[src/rtl/mem_port_arbiter.sv]
// Shares one single-outstanding memory port between an instruction-fetch and a data requester.
// Data normally has priority; a fetch that keeps losing is promoted once its starve count saturates.
module mem_port_arbiter #(
  parameter int StarveLimit = 4
) (
  input  logic        clk_i,
  input  logic        rst_i,
  input  logic        if_req_i,
  input  logic [31:0] if_addr_i,
  input  logic        if_flush_i,
  output logic        if_gnt_o,
  output logic        if_rvalid_o,
  output logic [31:0] if_rdata_o,
  input  logic        d_req_i,
  input  logic        d_we_i,
  input  logic [3:0]  d_be_i,
  input  logic [31:0] d_addr_i,
  input  logic [31:0] d_wdata_i,
  output logic        d_gnt_o,
  output logic        d_rvalid_o,
  output logic [31:0] d_rdata_o,
  output logic        mem_req_o,
  output logic        mem_we_o,
  output logic [3:0]  mem_be_o,
  output logic [31:0] mem_addr_o,
  output logic [31:0] mem_wdata_o,
  input  logic        mem_gnt_i,
  input  logic        mem_rvalid_i,
  input  logic [31:0] mem_rdata_i
);

  localparam int CW = (StarveLimit < 1) ? 1 : $clog2(StarveLimit + 1);
  localparam logic [CW-1:0] LIM = CW'(StarveLimit);

  typedef enum logic [1:0] {IDLE, WAIT_GNT, WAIT_RSP} state_e;

  state_e          state_q, state_d;
  logic            own_if_q, own_if_d;
  logic            drop_q, drop_d;
  logic [CW-1:0]   starve_q, starve_d;
  logic            we_q, we_d;
  logic [3:0]      be_q, be_d;
  logic [31:0]     addr_q, addr_d, wdata_q, wdata_d;
  logic            if_win, d_win;

  always_ff @(posedge clk_i) begin
    if (rst_i) begin
      state_q  <= IDLE;
      own_if_q <= 1'b0;
      drop_q   <= 1'b0;
      starve_q <= '0;
      we_q     <= 1'b0;
      be_q     <= '0;
      addr_q   <= '0;
      wdata_q  <= '0;
    end else begin
      state_q  <= state_d;
      own_if_q <= own_if_d;
      drop_q   <= drop_d;
      starve_q <= starve_d;
      we_q     <= we_d;
      be_q     <= be_d;
      addr_q   <= addr_d;
      wdata_q  <= wdata_d;
    end
  end

  always_comb begin
    state_d  = state_q;
    own_if_d = own_if_q;
    drop_d   = drop_q;
    starve_d = starve_q;
    we_d     = we_q;
    be_d     = be_q;
    addr_d   = addr_q;
    wdata_d  = wdata_q;
    if_win   = 1'b0;
    d_win    = 1'b0;
    case (state_q)
      IDLE: begin
        if (if_req_i && starve_q >= LIM) if_win = 1'b1;
        else if (d_req_i)                d_win  = 1'b1;
        else if (if_req_i)               if_win = 1'b1;
        if (if_win || d_win) begin
          state_d  = WAIT_GNT;
          own_if_d = if_win;
          addr_d   = if_win ? if_addr_i : d_addr_i;
          we_d     = d_win & d_we_i;
          be_d     = if_win ? 4'hF : d_be_i;
          wdata_d  = if_win ? 32'h0 : d_wdata_i;
        end
      end
      WAIT_GNT: if (mem_gnt_i)    state_d = WAIT_RSP;
      WAIT_RSP: if (mem_rvalid_i) state_d = IDLE;
      default:                    state_d = IDLE;
    endcase
    // A fetch that is waiting but not being served ages toward forced priority.
    if (if_win)
      starve_d = '0;
    else if (if_req_i && !(own_if_q && state_q != IDLE) && starve_q < LIM)
      starve_d = starve_q + 1'b1;
    if (state_q == WAIT_RSP && mem_rvalid_i)
      drop_d = 1'b0;
    else if (if_flush_i && own_if_q && state_q != IDLE)
      drop_d = 1'b1;
  end

  // Outputs are forced low while reset is asserted, whatever the stale state is.
  logic live, gnt_ev, rsp_ev;
  assign live   = !rst_i;
  assign gnt_ev = live && state_q == WAIT_GNT && mem_gnt_i;
  assign rsp_ev = live && state_q == WAIT_RSP && mem_rvalid_i;

  assign mem_req_o   = live && state_q == WAIT_GNT;
  assign mem_we_o    = live & we_q;
  assign mem_be_o    = live ? be_q    : 4'h0;
  assign mem_addr_o  = live ? addr_q  : 32'h0;
  assign mem_wdata_o = live ? wdata_q : 32'h0;

  assign if_gnt_o    = gnt_ev && own_if_q;
  assign d_gnt_o     = gnt_ev && !own_if_q;
  assign if_rvalid_o = rsp_ev && own_if_q && !drop_q && !if_flush_i;
  assign d_rvalid_o  = rsp_ev && !own_if_q;
  assign if_rdata_o  = if_rvalid_o ? mem_rdata_i : 32'h0;
  assign d_rdata_o   = d_rvalid_o  ? mem_rdata_i : 32'h0;

endmodule
[config.mk]
export PLATFORM = sky130hd
export DESIGN_NAME = mem_port_arbiter
export DESIGN_NICKNAME = d
export VERILOG_FILES = /design/src/rtl/mem_port_arbiter.sv
export SDC_FILE = /design/constraint.sdc
export NUM_CORES = 1
export LEC_CHECK = 0
export BUFFER_PORTS_ARGS = -buffer_cell sky130_fd_sc_hd__buf_2
export CAP_MARGIN = 20
export CELL_PAD_IN_SITES_DETAIL_PLACEMENT = 1
export CELL_PAD_IN_SITES_GLOBAL_PLACEMENT = 2
export CORE_ASPECT_RATIO = 1.1
export CORE_MARGIN = 5
export CORE_UTILIZATION = 22
export DETAILED_ROUTE_END_ITERATION = 7
export PLACE_DENSITY_LB_ADDON = 0.12
export SLEW_MARGIN = 10
export SYNTH_ARGS = -nofsm -noshare
export SYNTH_HDL_FRONTEND = slang
export SYNTH_SLANG_ARGS = --single-unit
[constraint.sdc]
create_clock -name clk_i -period 1.95 [get_ports clk_i]
set_clock_uncertainty 0.2 [all_clocks]
set_input_delay 0.2925 -clock clk_i [delete_from_list [all_inputs] [get_ports clk_i]]
set_output_delay 0.2925 -clock clk_i [all_outputs]
set_load 0.005 [all_outputs]
# Yosys cells after proc, flatten, opt, wreduce, memory -nomap -nowiden
# Cells that the tools add are included.
# op_classes
add_sub_neg,1
magnitude_cmp,2
n_eq_ne,5
muxes,20
bitwise,2
reduce_logical,29
# ops
cell,count
$mux W32,6
$logic_and A1 B1 Y1,17
$mux W1,8
$mux W4,2
$mux W2,3
$ne A2 B2 Y1 const B,3
$pmux W2 S3,1
$logic_not A1 Y1,5
$reduce_or A2 Y1,2
$add A3 B1 Y3 const B,1
$ge A3 B3 Y1 const B,1
$lt A3 B3 Y1 const B,1
$reduce_and A3 Y1,1
$and A1 B1 Y1,2
$eq A2 B1 Y1 const B,1
$eq A2 B2 Y1 const B,1
$logic_not A2 Y1,1
$reduce_and A2 Y1,1
$reduce_bool A2 Y1,1
$logic_or A1 B1 Y1,1
# word_totals
reg_bits,76
input_bits,140
output_inout_bits,138

# Depth between registers and ports, before layout
# Gate-level depths: netlist (run 1).
# logic_depth
word_depth,7
depth_mapped,6
ltp_nobuf,3

# Least setup slack after synthesis (run 1)
# No wires, ideal clock.
# synth_path
path_type,register to output
from,register own_if_q
to,output port if_rdata_o[22]
arrival_time_ns,1.327
setup_slack_ns,0.131
path_stages_with_launch,5
path_buffers,1
path_cell_list,dfxtp_1 or3b_1 nor4_4 buf_2 and2_1
# synth_via
elab_chain_cells,4
# synth_rtl
item,line_no,text
from (decl),38,"logic own_if_q, own_if_d;"
from (signal assigned),58,own_if_q <= own_if_d;
$logic_and A1 B1 Y1 (3 in a row),122,assign if_rvalid_o = rsp_ev && own_if_q && !drop_q && !if_flush_i;
net if_rvalid_o,12,"output logic if_rvalid_o,"
$mux W32,124,assign if_rdata_o = if_rvalid_o ? mem_rdata_i : 32'h0;
to (decl),13,"output logic [31:0] if_rdata_o,"
# The timed path passes the listed nets, and every way through them passes these cells.

# Worst setup path after layout (run 1)
# layout_path
from,register own_if_q
to,output port if_rdata_o[2]
# layout_via
elab_chain_cells,4
# layout_rtl
item,line_no
$logic_and A1 B1 Y1 (3 in a row),122
$mux W32,124
# Every way passes these cells.

==> metrics.txt, run 1 <==
run status finished with violations; failing checks negative setup slack; Syn Inst Count 504; clock share of power 0.387; drt total wl 19900 um; Area Overhead vs Synth 67.3%; Pleak 3.22 nW; multiplexer share of the synthesized area 0; worst hold path class in -> reg; Post-synth EDFFs 0; PD cells 646 nW/um2; fin cells 1046; drt drc 0; RSZ-0062 raised after global routing true; Crit Path Category reg -> out; Sw Share 0.284; Netlist Area Pre-Place 4150 um2; dpl hpwl 14300 um; Peak supply drop 0.382 mV; Clock Latency Late Sink 0.34 ns; CTS tree yes; largest family of logic cells by synthesized area compound AO/OA/AOI/OAI gates; number of global-route vias before repair 5507; ys async rst share 0; Row Count 52; element type at the critical path end primary output; crit start category flip-flop; Placed Cells 995; area of the die 21700 um2; Synth Area in Compound Gates 0.310; simple-gate share of the synthesized area 0.258; total track usage 0.176; Internal Power 3.21 mW; DRT iter0 DRCs 199; die width 141 um; largest net degree at the start of global routing 48; Final Hold Viols 0; Vias/cell 4.80; Post-synth top flop dfxtp_1; WP data required 1.46 ns; root buffer cell clkbuf_16; Final setup viols 66; number of buffers created by CTS 9; power share of the combinational group 0.222; ANT nets after route 0; Seq/Total Area, Yosys 0.367; Synth Warn # 0; Synth cell types 36; Synth Area in XOR/XNOR 0; register share of total power 0.391; Synth Area in Adders 0.00302; H-tree Lvls 3; first-pass GRT wire length 30600 um; Slew @ Worst Pin 0.417 ns; Max-Cap Viols 0; Initial Utilization 0.224; Worst Path Arrival 1.73 ns; Layout Nets 938; Psw 1.27 mW; Util after Layout 0.375; IO buf count 277; final worst path period share 1.14; IO Pins 278; chip height 154 um; clock sinks 76; Placement Setup Slack -0.00213 ns; clock period minus worst slack 2.22 ns; Avg WL per Cell 19.0 um; Clock Tree Buf Depth 2; gp weighted congestion 0.894; clk slew on worst S/H paths 0.06 ns; number of fill cells 2198; Rel. slew slack 0.720; Syn Nets 645; DRT Pass-1 Iters 4; Vias 5023; average cell area after synthesis 8.22 um2; share of cells above drive strength 1 0.464; core area 18500 um2; #FFs+latches synth 76; max-slew violation count 0; final setup margin -0.269 ns; Max Fclk 451 MHz; antenna violations before repair 4; maximum fanout along the worst path 33; gr ovfl total 0
## cell usage in the layout, fill, tap and decap left out, types with 5 or more instances in the layout
master,n
buf_2,250
dfxtp_1,73
nor2b_1,69
a21oi_1,49
and2_1,39
o21ai_0,37
o211ai_1,32
a311oi_1,32
buf_6,29
and2_4,25
dlygate4sd3_1,23
buf_4,22
a22o_1,21
nand3_1,13
o21ai_1,12
buf_12,12
clkbuf_16,10
nor2_1,5
## power groups by stage
stage | sequential, mW | clock (mW) | combinational (mW)
final | 1.75 | 1.73 | 0.994
after global routing | 1.77 | 1.85 | 1.09
after CTS | 1.75 | 1.80 | 0.995
after detailed placement | 1.78 | 0 | 0.933
after global placement | 1.78 | 0 | 0.916
after floorplan | 1.76 | 0 | 0.480
## cell usage after synthesis, types with 2 or more instances
cell | instances | area share
clkbuf_1 | 36 | 0.033
buf_2 | 20 | 0.024
a22o_1 | 21 | 0.044
a311oi_1 | 32 | 0.068
or3b_1 | 3 | 0.0063
dfxtp_1 | 76 | 0.37
nor3_1 | 2 | 0.0024
o21ai_0 | 37 | 0.045
o211ai_1 | 32 | 0.058
or2_1 | 2 | 0.0030
a21oi_1 | 49 | 0.059
and2_1 | 64 | 0.097
o221a_1 | 3 | 0.0081
nand2_1 | 4 | 0.0036
inv_2 | 3 | 0.0027
nor2b_1 | 69 | 0.10
buf_1 | 2 | 0.0018
nand3_1 | 13 | 0.016
nor2_1 | 6 | 0.0054
o21ai_1 | 12 | 0.014
a31oi_1 | 2 | 0.0030
or3_1 | 2 | 0.0030
## critical path: stages (launching register included)
cell	delay, ns
dfxtp_2	0.33
or3b_4	0.38
nor4_4	0.19
buf_12	0.21
and2_1	0.16
buf_2	0.12
## sequential cells by signal (all words and copies together) (netlist names)
register,flops
be_q,4
own_if_q,1
addr_q,32
we_q,1
starve_q,3
wdata_q,32
drop_q,1
state_q,2
## stage by stage
stage	TNS [ns]	instance area [um2]	total power, mW	hold slack, ns
finish	-13.96	6930	4.48	0.0264
global route	-19.51	6930	4.72	0.0248
CTS	-14.28	6770	4.55	0.00646
detailed placement	-0.00228	5950	2.72	0.262
global placement	0	5950	2.70	0.253
floorplan	0	4150	2.24	0.210
## final cells by class
cell class	count	area [um2]	share of cell area
Clock inverter	5	60.1	0.00866
Clock buffer	11	243	0.0350
Multi-Input combinational cell	367	2460	0.355
Inverter	3	11.3	0.00162
Antenna cell	1	2.50	0.000361
Sequential cell	76	1530	0.220
Tap cell	243	304	0.0439
Timing Repair Buffer	340	2320	0.335
## repair_timing
item	CTS	global route
cloned	3	1
endpoints found under the hold margin	23	0
resized for setup	44	22
pin swaps	18	11
hold buffers	23	0
buffers inserted	3	4
setup endpoints to repair	68	68
## path summary, 6_finish.rpt
check	from	cells past startpoint	slack (ns)	endpoint
setup / recovery	own_if_q	5	-0.27	if_rdata_o[2]
hold / removal	d_be_i[0]	2	0.03	be_q[0]
setup reg to reg	state_q[1]	6	0.20	be_q[2]
hold reg to reg	wdata_q[19]	2	0.27	wdata_q[19]
## cell families after synthesis
group / Yosys count
compound gates: 193
buf+inv: 61
fa+ha+maj: 1
flops: 76
simple gates: 173
## routing by layer
metal | part of all wire | wire (um) | vias up | GRT usage
li1 | - | - | 2411 | -
met1 | 0.39 | 7690 | 2365 | 0.198
met2 | 0.52 | 10300 | 211 | 0.325
met3 | 0.078 | 1550 | 30 | 0.0488
met4 | 0.018 | 354 | 6 | 0.0452
met5 | 0.0024 | 47 | - | 0
Note: power is estimated with default switching activity, not from simulation.
==> run 2, diff against run 1 <==
--- a/config.mk
+++ b/config.mk
@@ -11,7 +11,7 @@
 export CELL_PAD_IN_SITES_GLOBAL_PLACEMENT = 2
 export CORE_ASPECT_RATIO = 1.1
 export CORE_MARGIN = 5
-export CORE_UTILIZATION = 22
+export CORE_UTILIZATION = 23
 export DETAILED_ROUTE_END_ITERATION = 7
 export PLACE_DENSITY_LB_ADDON = 0.12
 export SLEW_MARGIN = 10
==> constraint.sdc (replaced) <==
create_clock -name clk_i -period 2.9 [get_ports clk_i]
set_clock_uncertainty 0.2 [all_clocks]
set_input_delay 0.435 -clock clk_i [delete_from_list [all_inputs] [get_ports clk_i]]
set_output_delay 0.435 -clock clk_i [all_outputs]
set_load 0.005 [all_outputs]
==> run 2 against run 1 <==
The flow now finishes without violations. Cell count is 5.0% lower. Die area decreased by 4.1%. Wire length decreased by 8.8%. Sequential share of layout area up 3.0 points. Sequential power fell by 33%. Clock power is 27% lower. Via count shrank 5.3%. Core utilization shrank 3.3 points. Critical endpoint is now if_rdata_o[27]. Largest power group is now the clock network.
==> metrics.txt, run 2 (same netlist as run 1, synthesis figures left out) <==
Worst Path Arrival 1.96 ns (was 1.73 ns); gp weighted congestion 0.911 (was 0.894); first-pass GRT wire length 27600 um (was 30600 um); antenna violations before repair 1 (was 4); Avg WL per Cell 18.3 um (was 19.0 um); worst hold path class in -> reg (unchanged); share of cells above drive strength 1 0.421 (was 0.464); drt total wl 18200 um (was 19900 um); Max-Cap Viols 0 (unchanged); RSZ-0062 raised after global routing false (was true); total track usage 0.165 (was 0.176); drt drc 0 (unchanged); Peak supply drop 0.246 mV (was 0.382 mV); Post-Route Setup TNS 0 ns (was -13.96 ns); largest net degree at the start of global routing 83 (was 48); CTS tree yes (unchanged); Slew @ Worst Pin 0.752 ns (was 0.417 ns); Placed Area 5740 um2 (was 5950 um2); Area Overhead vs Synth 46.5% (was 67.3%); number of global-route vias before repair 4911 (was 5507); commonest non-fill, non-tap cell in the layout buf_2 (unchanged); IO buf count 277 (unchanged); maximum fanout along the worst path 33 (unchanged); ANT nets after route 0 (unchanged); Row Count 51 (was 52); IO Pins 278 (unchanged); postcts setup bufs 0 (was 3); root buffer cell clkbuf_16 (unchanged); critical path startpoint state_q[1] (was own_if_q); hold_buf cts 0 (was 23); Vias/cell 4.79 (was 4.80); final instance area 6070 um2 (was 6930 um2); largest registers addr_q (32), wdata_q (32), be_q (4) (unchanged); Clock Tree Buf Depth 2 (unchanged); element type at the critical path end primary output (unchanged); PD cells 495 nW/um2 (was 646 nW/um2); Util after Layout 0.342 (was 0.375); Layout Nets 891 (was 938); final setup margin 0.301 ns (was -0.269 ns); max-slew violation count 0 (unchanged); run status finished, final reports clean (was finished with violations); chip height 151 um (was 154 um); DRT Pass-1 Iters 4 (unchanged); DRT iter0 DRCs 177 (was 199); gr ovfl total 0 (unchanged); number of buffers created by CTS 9 (unchanged); clock sinks 76 (unchanged); final worst path period share 0.896; PostCTS Resize Cnt 0 (was 44); Hold Startpoint d_wdata_i[7] (was d_be_i[0]); dpl hpwl 13800 um (was 14300 um); Final setup viols 0 (was 66); Rel. slew slack 0.497 (was 0.720); Vias 4757 (was 5023); Power Total 3.01 mW (was 4.48 mW); WP data required 2.27 ns (was 1.46 ns); Max Fclk 385 MHz; core area 17700 um2 (was 18500 um2); area of the die 20800 um2 (was 21700 um2); Final Hold Viols 0 (unchanged); Initial Utilization 0.234 (was 0.224); Clock Latency Late Sink 0.33 ns (was 0.34 ns); Crit Path Category reg -> out (unchanged); Placement Setup Slack 0.458 ns (was -0.00213 ns); reg2reg start state_q[0] (was state_q[1]); clk slew on worst S/H paths 0.07 ns (was 0.06 ns); clock period minus worst slack 2.60 ns; die width 138 um (was 141 um); commonest cells after routing, fill and taps aside 276 x buf_2, 76 x dfxtp_1, 69 x nor2b_1, 64 x and2_1, 49 x a21oi_1 (was 250 x buf_2, 73 x dfxtp_1, 69 x nor2b_1, 49 x a21oi_1, 39 x and2_1); number of fill cells 2186 (was 2198); crit start category flip-flop (unchanged); Pleak 2.89 nW (was 3.22 nW); H-tree Lvls 3 (unchanged)
==> run 2: where the power goes <==
group	total [mW]	switching, mW	internal, mW	leakage [nW]
clock	1.26	0.493	0.770	0.159
sequential	1.18	0.0462	1.14	0.627
combinational	0.561	0.308	0.254	2.10
total	3.01	0.847	2.16	2.89
==> run 2: cell type report <==
class | count | area, um2 | share of cell area
multi-input combinational | 367 | 2390 | 0.393
tap | 238 | 298 | 0.0491
timing repair buffer | 293 | 1520 | 0.251
antenna | 1 | 2.50 | 0.000412
clock inverter | 7 | 105 | 0.0173
clock buffer | 9 | 225 | 0.0371
inverter | 3 | 11.3 | 0.00185
sequential | 76 | 1520 | 0.251
==> run 2: worst paths after layout <==
check | to | slack, ns | cells after the start
worst max-delay path | if_rdata_o[27] | 0.30 | 5
worst min-delay path | wdata_q[7] | 0.11 | 2
worst max register to register | wdata_q[6] | 0.79 | 4
worst min register to register | wdata_q[19] | 0.27 | 2
==> run 2: stage by stage <==
stage                     hold slack [ns]  instances
after floorplan                     0.245        504
after global placement              0.253        977
after detailed placement            0.270        977
after CTS                          0.0982        993
after global routing               0.0963        993
final                               0.112        994
==> run 2: layer usage <==
metal,GRT usage,vias up,share of wire
met5,0,-,0.00039
met4,0.0380,2,0.010
met3,0.0452,16,0.073
met2,0.310,203,0.53
met1,0.187,2218,0.39
li1,-,2318,-
==> run 2: worst max-delay path, stage by stage, from the launching register on <==
cell and delay [ns]:
dfxtp_1 0.55, nand2_1 0.25, nor4_4 0.25, buf_4 0.30
and2_1 0.17, buf_2 0.11
==> run 3, diff against run 2 <==
--- a/config.mk
+++ b/config.mk
@@ -10,10 +10,10 @@
 export CELL_PAD_IN_SITES_DETAIL_PLACEMENT = 1
 export CELL_PAD_IN_SITES_GLOBAL_PLACEMENT = 2
 export CORE_ASPECT_RATIO = 1.1
-export CORE_MARGIN = 5
 export CORE_UTILIZATION = 23
 export DETAILED_ROUTE_END_ITERATION = 7
 export PLACE_DENSITY_LB_ADDON = 0.12
+export SETUP_SLACK_MARGIN = 0.05
 export SLEW_MARGIN = 10
 export SYNTH_ARGS = -nofsm -noshare
 export SYNTH_HDL_FRONTEND = slang
==> run 3 against run 2 <==
Via count is 0.25% higher. Critical path type unchanged. Largest cell class unchanged. Maximum frequency fell by 0.83%. Sequential power about the same. Total power fell by 6.8%. Clock power down 17%. Non-clock buffer count is 1 higher. Sequential cell count unchanged. Core utilization about the same.
==> metrics.txt, run 3 (same netlist as run 1, synthesis figures left out) <==
Clock Latency Late Sink 0.33 ns (about the same); clock share of power 0.375 (was 0.420); postcts setup bufs 0 (unchanged); max-slew violation count 0 (unchanged); DRT Pass-1 Iters 4 (unchanged); gr ovfl total 0 (unchanged); worst stage delay on the critical path 0.49 ns (was 0.55 ns); Final Hold Viols 0 (unchanged); power share of the combinational group 0.204 (was 0.187); drt total wl 17700 um (was 18200 um); Pleak 2.88 nW (was 2.89 nW); PostCTS Resize Cnt 0 (unchanged); crit start category flip-flop (unchanged); Peak supply drop 0.249 mV (was 0.246 mV); Layout Nets 892 (was 891); hold_ws 0.109 ns (was 0.112 ns); Worst Path Arrival 1.99 ns (was 1.96 ns); run status finished, final reports clean (unchanged); ANT nets after route 0 (unchanged); IO Pins 278 (unchanged); Clock Tree Buf Depth 2 (unchanged); Post-Route Setup TNS 0 ns (unchanged); clock period minus worst slack 2.62 ns (was 2.60 ns); IO buf count 277 (unchanged); Slew @ Worst Pin 0.903 ns (was 0.752 ns); worst-path cell with the longest stage delay dfxtp_1 (unchanged); largest net degree at the start of global routing 95 (was 83); DR WL met2 9080 um (was 9540 um); DRT iter0 DRCs 177 (unchanged); chip height 143 um (was 151 um); antenna violations before repair 5 (was 1); area of the die 18600 um2 (was 20800 um2); commonest cells after routing, fill and taps aside 276 x buf_2, 76 x dfxtp_1, 69 x nor2b_1, 64 x and2_1, 49 x a21oi_1 (unchanged); clk slew on worst S/H paths 0.06 ns (was 0.07 ns); DRT met1 WL 6900 um (was 7100 um); drt drc 0 (unchanged); PD cells 464 nW/um2 (was 495 nW/um2); root buffer cell clkbuf_16 (unchanged); dpl hpwl 13100 um (was 13800 um); die width 130 um (was 138 um); Vias/cell 4.78 (was 4.79); CP Cell Sequence or3b_1, nor4_4, buf_4, and2_1, buf_2 (was nand2_1, nor4_4, buf_4, and2_1, buf_2); WP data required 2.27 ns (about the same); register share of total power 0.422 (was 0.393); Max-Cap Viols 0 (unchanged); Internal Power 2.00 mW (was 2.16 mW); first-pass GRT wire length 26400 um (was 27600 um); number of global-route vias before repair 4751 (was 4911); CTS tree yes (unchanged); commonest non-fill, non-tap cell in the layout buf_2 (unchanged); core area 17700 um2 (about the same); element type at the critical path end primary output (unchanged); Area Overhead vs Synth 45.9% (was 46.5%); Avg WL per Cell 17.8 um (was 18.3 um); Crit Path Category reg -> out (unchanged); gp weighted congestion 0.750 (was 0.911); RSZ-0062 raised after global routing false (unchanged); Rel. slew slack 0.396 (was 0.497); worst hold path class in -> reg (unchanged); hold_buf cts 0 (unchanged); number of buffers created by CTS 9 (unchanged); H-tree Lvls 3 (unchanged); maximum fanout along the worst path 33 (unchanged); total track usage 0.189 (was 0.165); Initial Utilization 0.235 (was 0.234); largest registers addr_q (32), wdata_q (32), be_q (4) (unchanged); highest routed layer met4 (was met5); Power Total 2.80 mW (was 3.01 mW); Max Fclk 382 MHz (was 385 MHz); metal3 WL 1450 um (was 1330 um); Final setup viols 0 (unchanged); Row Count 51 (unchanged); Sw Share 0.288 (was 0.282); final worst path period share 0.904 (was 0.896); share of cells above drive strength 1 0.422 (was 0.421); clock sinks 76 (unchanged); Vias 4769 (was 4757); Psw 808 uW (was 847 uW)
-- run 3: area by class of cell --
| type | count | area, um2 |
|---|---|---|
| Antenna cell | 4 | 10.0 |
| Clock buffer | 10 | 239 |
| Clock inverter | 6 | 40.0 |
| Fill cell | 2228 | 11600 |
| Inverter | 3 | 11.3 |
| Multi-Input combinational cell | 367 | 2390 |
| Sequential cell | 76 | 1520 |
| Tap cell | 238 | 298 |
| Timing Repair Buffer | 294 | 1540 |
-- run 3: metal layers --
layer	vias up	global-route usage
met5	-	0
met4	0	0.0569
met3	15	0.0641
met2	190	0.340
met1	2243	0.206
li1	2321	-
-- run 3: power groups by stage --
stage / clock [mW] / combinational [mW] / sequential [mW]
after floorplan: 0 / 0.322 / 1.19
final: 1.05 / 0.571 / 1.18
after global routing: 1.14 / 0.633 / 1.19
after global placement: 0 / 0.567 / 1.20
after detailed placement: 0 / 0.581 / 1.21
after CTS: 1.09 / 0.582 / 1.18
-- run 3: path summary, 6_finish.rpt --
check | startpoint | endpoint | slack [ns] | cells past startpoint
worst max-delay path | own_if_q | if_rdata_o[9] | 0.28 | 5
worst min-delay path | d_we_i | we_q | 0.11 | 2
worst max register to register | starve_q[2] | starve_q[2] | 0.83 | 4
worst min register to register | wdata_q[22] | wdata_q[22] | 0.28 | 2
-- run 3: critical path, delay by kind of cell, from the launching register on --
kind / cells / cell delay, ns
DFF: 1 / 0.49
and+or+nand+nor: 3 / 0.73
buffers and inverters: 2 / 0.42
-- run 3: through the flow --
| step | setup WS (ns) | std cells | util | area (um2) |
|---|---|---|---|---|
| final | 0.280 | 998 | 0.342 | 6050 |
| after global routing | 0.159 | 996 | 0.342 | 6040 |
| after CTS | 0.242 | 994 | 0.342 | 6040 |
| after detailed placement | 0.447 | 978 | 0.326 | 5760 |
| after global placement | 0.500 | 978 | 0.326 | 5760 |
| after floorplan | 0.899 | 504 | - | 4150 |
